File: src/rtl/cdc_hs_src.sv
// rtl/cdc_hs_src.sv - source side of a 4-phase req/ack clock-domain-crossing handshake
//
// Optional feature macro: CDC_HS_SRC_TIMEOUT_EN
//   defined   -> per-phase watchdog; a stuck handshake is abandoned and
//                timeout_err latches until reset
//   undefined -> no watchdog logic, timeout_err tied low, FSM waits forever
module cdc_hs_src #(
  parameter int DataWidth     = 32,
  parameter int SyncStage     = 2,
  parameter int TimeoutCycles = 1024
) (
  input  logic                 clk,
  input  logic                 reset,
  input  logic                 s_valid,
  output logic                 s_ready,
  input  logic [DataWidth-1:0] s_data,
  output logic                 cdc_req,
  output logic [DataWidth-1:0] cdc_data,
  input  logic                 cdc_ack,
  output logic                 busy,
  output logic                 timeout_err
);

  typedef enum logic [1:0] {
    IDLE        = 2'd0,
    WAIT_ACK_HI = 2'd1,
    WAIT_ACK_LO = 2'd2
  } state_t;

  state_t               state;
  state_t               state_next;
  logic                 req_next;
  logic                 load_data;
  logic [SyncStage-1:0] ack_sync;
  logic                 ack_s;
  logic                 wd_expire;

  // cdc_ack is asynchronous: only this chain may look at it.
  always_ff @(posedge clk) begin
    if (reset) begin
      ack_sync <= '0;
    end else begin
      ack_sync <= {ack_sync[SyncStage-2:0], cdc_ack};
    end
  end

  assign ack_s   = ack_sync[SyncStage-1];
  assign s_ready = (state == IDLE);
  assign busy    = (state != IDLE);

`ifdef CDC_HS_SRC_TIMEOUT_EN
  localparam int CntW = $clog2(TimeoutCycles);

  logic [CntW-1:0] wd_cnt;
  logic            wd_fire;

  assign wd_expire = (state != IDLE) && (wd_cnt == CntW'(TimeoutCycles - 1));

  // The watchdog only counts as a failure when the ack did not arrive on
  // the very same cycle the limit was reached.
  assign wd_fire = wd_expire &&
                   (((state == WAIT_ACK_HI) && !ack_s) ||
                    ((state == WAIT_ACK_LO) &&  ack_s));

  // Per-phase cycle counter: restarts on every state change.
  always_ff @(posedge clk) begin
    if (reset) begin
      wd_cnt <= '0;
    end else if (state_next != state) begin
      wd_cnt <= '0;
    end else if (state != IDLE) begin
      wd_cnt <= wd_cnt + 1'b1;
    end else begin
      wd_cnt <= '0;
    end
  end

  // Sticky timeout flag, cleared only by reset.
  always_ff @(posedge clk) begin
    if (reset) begin
      timeout_err <= 1'b0;
    end else if (wd_fire) begin
      timeout_err <= 1'b1;
    end
  end
`else
  assign wd_expire   = 1'b0;
  assign timeout_err = 1'b0;
`endif

  // Next-state, request and capture decisions.
  always_comb begin
    state_next = state;
    req_next   = cdc_req;
    load_data  = 1'b0;
    case (state)
      IDLE: begin
        if (s_valid) begin
          load_data  = 1'b1;
          req_next   = 1'b1;
          state_next = WAIT_ACK_HI;
        end
      end
      WAIT_ACK_HI: begin
        if (ack_s || wd_expire) begin
          req_next   = 1'b0;
          state_next = WAIT_ACK_LO;
        end
      end
      WAIT_ACK_LO: begin
        if (!ack_s || wd_expire) begin
          state_next = IDLE;
        end
      end
      default: begin
        req_next   = 1'b0;
        state_next = IDLE;
      end
    endcase
  end

  // State, request and held word; cdc_req and cdc_data come straight from flops.
  always_ff @(posedge clk) begin
    if (reset) begin
      state    <= IDLE;
      cdc_req  <= 1'b0;
      cdc_data <= '0;
    end else begin
      state   <= state_next;
      cdc_req <= req_next;
      if (load_data) begin
        cdc_data <= s_data;
      end
    end
  end

endmodule
File: config.mk
export PLATFORM = sky130hd
export DESIGN_NAME = cdc_hs_src
export DESIGN_NICKNAME = d
export VERILOG_FILES = /design/src/rtl/cdc_hs_src.sv
export SDC_FILE = /design/constraint.sdc
export NUM_CORES = 1
export LEC_CHECK = 0
export BUFFER_PORTS_ARGS = -buffer_cell sky130_fd_sc_hd__buf_2
export CORE_UTILIZATION = 25
export DETAILED_ROUTE_END_ITERATION = 12
export PLACE_DENSITY = 0.51
export SKIP_CTS_REPAIR_TIMING = 1
export SLEW_MARGIN = 20
export SYNTH_ARGS = -nofsm -noshare
export SYNTH_HDL_FRONTEND = slang
export SYNTH_SLANG_ARGS = --single-unit
File: constraint.sdc
create_clock -name clk -period 1.8 [get_ports clk]
set_input_delay 0.27 -clock clk [delete_from_list [all_inputs] [get_ports clk]]
set_output_delay 0.27 -clock clk [all_outputs]
set_load 0.005 [all_outputs]
==> impl_metrics.toml <==
[routing]
wl_per_cell_um = 10.8
vias_per_cell = 4.06
drc = 0
ant_nets = 0
drtPass1Iterations = 3
drtIter0Drc = 23
wirelength_mm = 3.33
vias = 1247

[clock_network]
clkTransAtPathRegs_ps = 70
clock_latency_ps = 280
cts_tree = "done"
cts-root-buf = "clkbuf_8"
clockBufferDepth = 2
htree_levels = 2
cts_buffers = 5
clock_sinks = 37

[logic_synthesis]
ys_ff_latch = 37
ys_types = 19
syn_area_per_cell_um2 = 9.57
netlist.area_leader.share_pct = 48.1
yosysWarnings = 0
yosysTopAreaCell = "dfxtp_1"
synth_cells = 161
netlist_area_um2 = 1540
ys_seq_area_share_pct = 48.1
synth.area.top_cells = "dfxtp_1 48%, a21oi_2 17%, nand2_2 12%, nand2_1 8.3%, buf_12 3.9%"
syn-num-nets = 197

[cells_and_area]
final_cells = 307
final_cell_area_um2 = 2030
num-fill-cells = 621
final_util_pct = 34.2
diodes = 0
final_cell_mix = "70 x buf_2, 37 x dfxtp_1, 34 x nand2_1, 30 x nand2_2, 30 x a21oi_2"
area_growth_pct = 31.6
drive_above_1_share_pct = 62.1
nets = 267
final_common_cell = "buf_2"

[critical_path]
start_kind = "flop"
crit_type = "flop to flop"
crit_path_max_fanout = 20
endpoint_kind = "flop"
slowest_delay_ps = 650
critPathSlowestCell = "or3b_2"
cp-endpoint = "cdc_data[4]"
worst_r2r_path_depth = 4
crit_required_ps = 1970
worstPathCellList = "or3b_2, buf_12, nand2_2, a21oi_2"
r2r_slack_ps = 290
r2r-end = "cdc_data[4]"
crit_start = "state[1]"
timing.rr.start = "state[1]"
worst-endpoint-arrival_ps = 1680

[placement]
dp_cells = 299
placed_cell_area_um2 = 1940
port_buffers = 70
dp_hpwl_mm = 2.39
place_congestion = 0.646

[floorplanning]
die_area_um2 = 6480
die_h_um = 80.5
core_area_um2 = 5920
pin_count = 72
row_count = 28
die_w_um = 80.5
start_util_pct = 26.0

[pwr]
power.density_nw_per_um2 = 861
power.leakage_nw = 0.882
irDropWorstVdd_mv = 0.296

[run]
maxCapViolCount = 0

[grt]
overflow = 0
antenna_found_initial = 0
grt_first_pass_wirelength_mm = 5.24
grt_pass1_vias = 1138
grt_max_degree = 29
grt.total_usage_pct = 11.0

[timing]
fin_crit_sh_pct = 84.1
finalHoldViolations = 0
min_period_ps = 1510
skew_ps = 4.65
fin_setup_tns_ps = 0
drv_slew = 0
fmax_mhz = 661
rsz0062_at_grt = "false"
setup_viol = 0

[run_status]
status = "finished clean"

[hold_path]
worstHoldPathType = "input port to flop"
## critical path: cells and delay by family, from the launching register on
kind	cells	cell delay (ps)
DFF	1	380
AOI/OAI and AO/OA	1	50
buffers and inverters	1	230
and+or+nand+nor	2	730
## synth_stat cells
cell type	instances
a21oi_1	4
a21oi_2	30
buf_12	3
buf_2	3
buf_4	1
buf_6	1
clkbuf_1	4
conb_1	1
dfxtp_1	37
inv_1	2
nand2_1	34
nand2_2	30
nor2b_1	3
nor3_1	2
nor3b_2	1
o31ai_1	1
or2_1	1
or3b_1	2
xnor2_1	1
## kinds of logic (layout without fill, tap and decap cells)
kind of cell	count (synthesis)	count (layout)	share of synthesized area [%]
AOI/OAI and AO/OA	35	35	18.8
xor gates and xnor gates	1	1	0.569
buffers and inverters	14	85	7.55
DFF	37	37	48.1
other	1	1	0.243
and+or+nand+nor	73	73	24.7
## metrics by stage
stage                     power [mW]  hold WS (ps)  worst slack, ps
after CTS                       1.78           179              283
final                           1.75           192              286
after global placement          1.22           421              318
after detailed placement        1.22           426              299
after global routing            1.85           186              234
after floorplan                 1.11           398              548
## state kept, by name (all words and copies together) (netlist names)
name,cells
cdc_data,32
state,2
ack_sync,2
cdc_req,1
## final cells by class
type / count / area (µm²) / share of cell area [%]
sequential: 37 / 741 / 36.5
multi-input combinational: 110 / 689 / 34.0
timing repair buffer: 75 / 413 / 20.4
tap: 75 / 93.8 / 4.63
clock buffer: 6 / 72.6 / 3.58
clock inverter: 2 / 10.0 / 0.494
inverter: 2 / 7.51 / 0.370
## routing by layer
metal  track usage (%)  up-vias  wire length, µm  part of all wire (%)
met3              4.09        2              216                   6.5
li1                  -      654                -                     -
met2              18.4       40             1630                    49
met5                 0        -                0                     0
met4              5.36        0               40                   1.2
met1              12.1      551             1440                    43
## worst min-delay path by stage
stage / slack [ps] / endpoint / depth (start not counted) / start
after floorplan: 400 / ack_sync[0] / 1 / cdc_ack
after global placement: 420 / ack_sync[1] / 1 / ack_sync[0]
after detailed placement: 430 / ack_sync[1] / 1 / ack_sync[0]
after CTS: 180 / ack_sync[0] / 2 / cdc_ack
after global routing: 190 / ack_sync[0] / 2 / cdc_ack
final: 190 / ack_sync[0] / 2 / cdc_ack
## where the power goes
part | internal, mW | switching, mW | total, mW | leakage [nW]
Clock | 0.268 | 0.282 | 0.550 | 0.0450
Combinational | 0.136 | 0.151 | 0.287 | 0.533
Sequential | 0.872 | 0.0364 | 0.909 | 0.304
(Power assumes the default switching activity.)
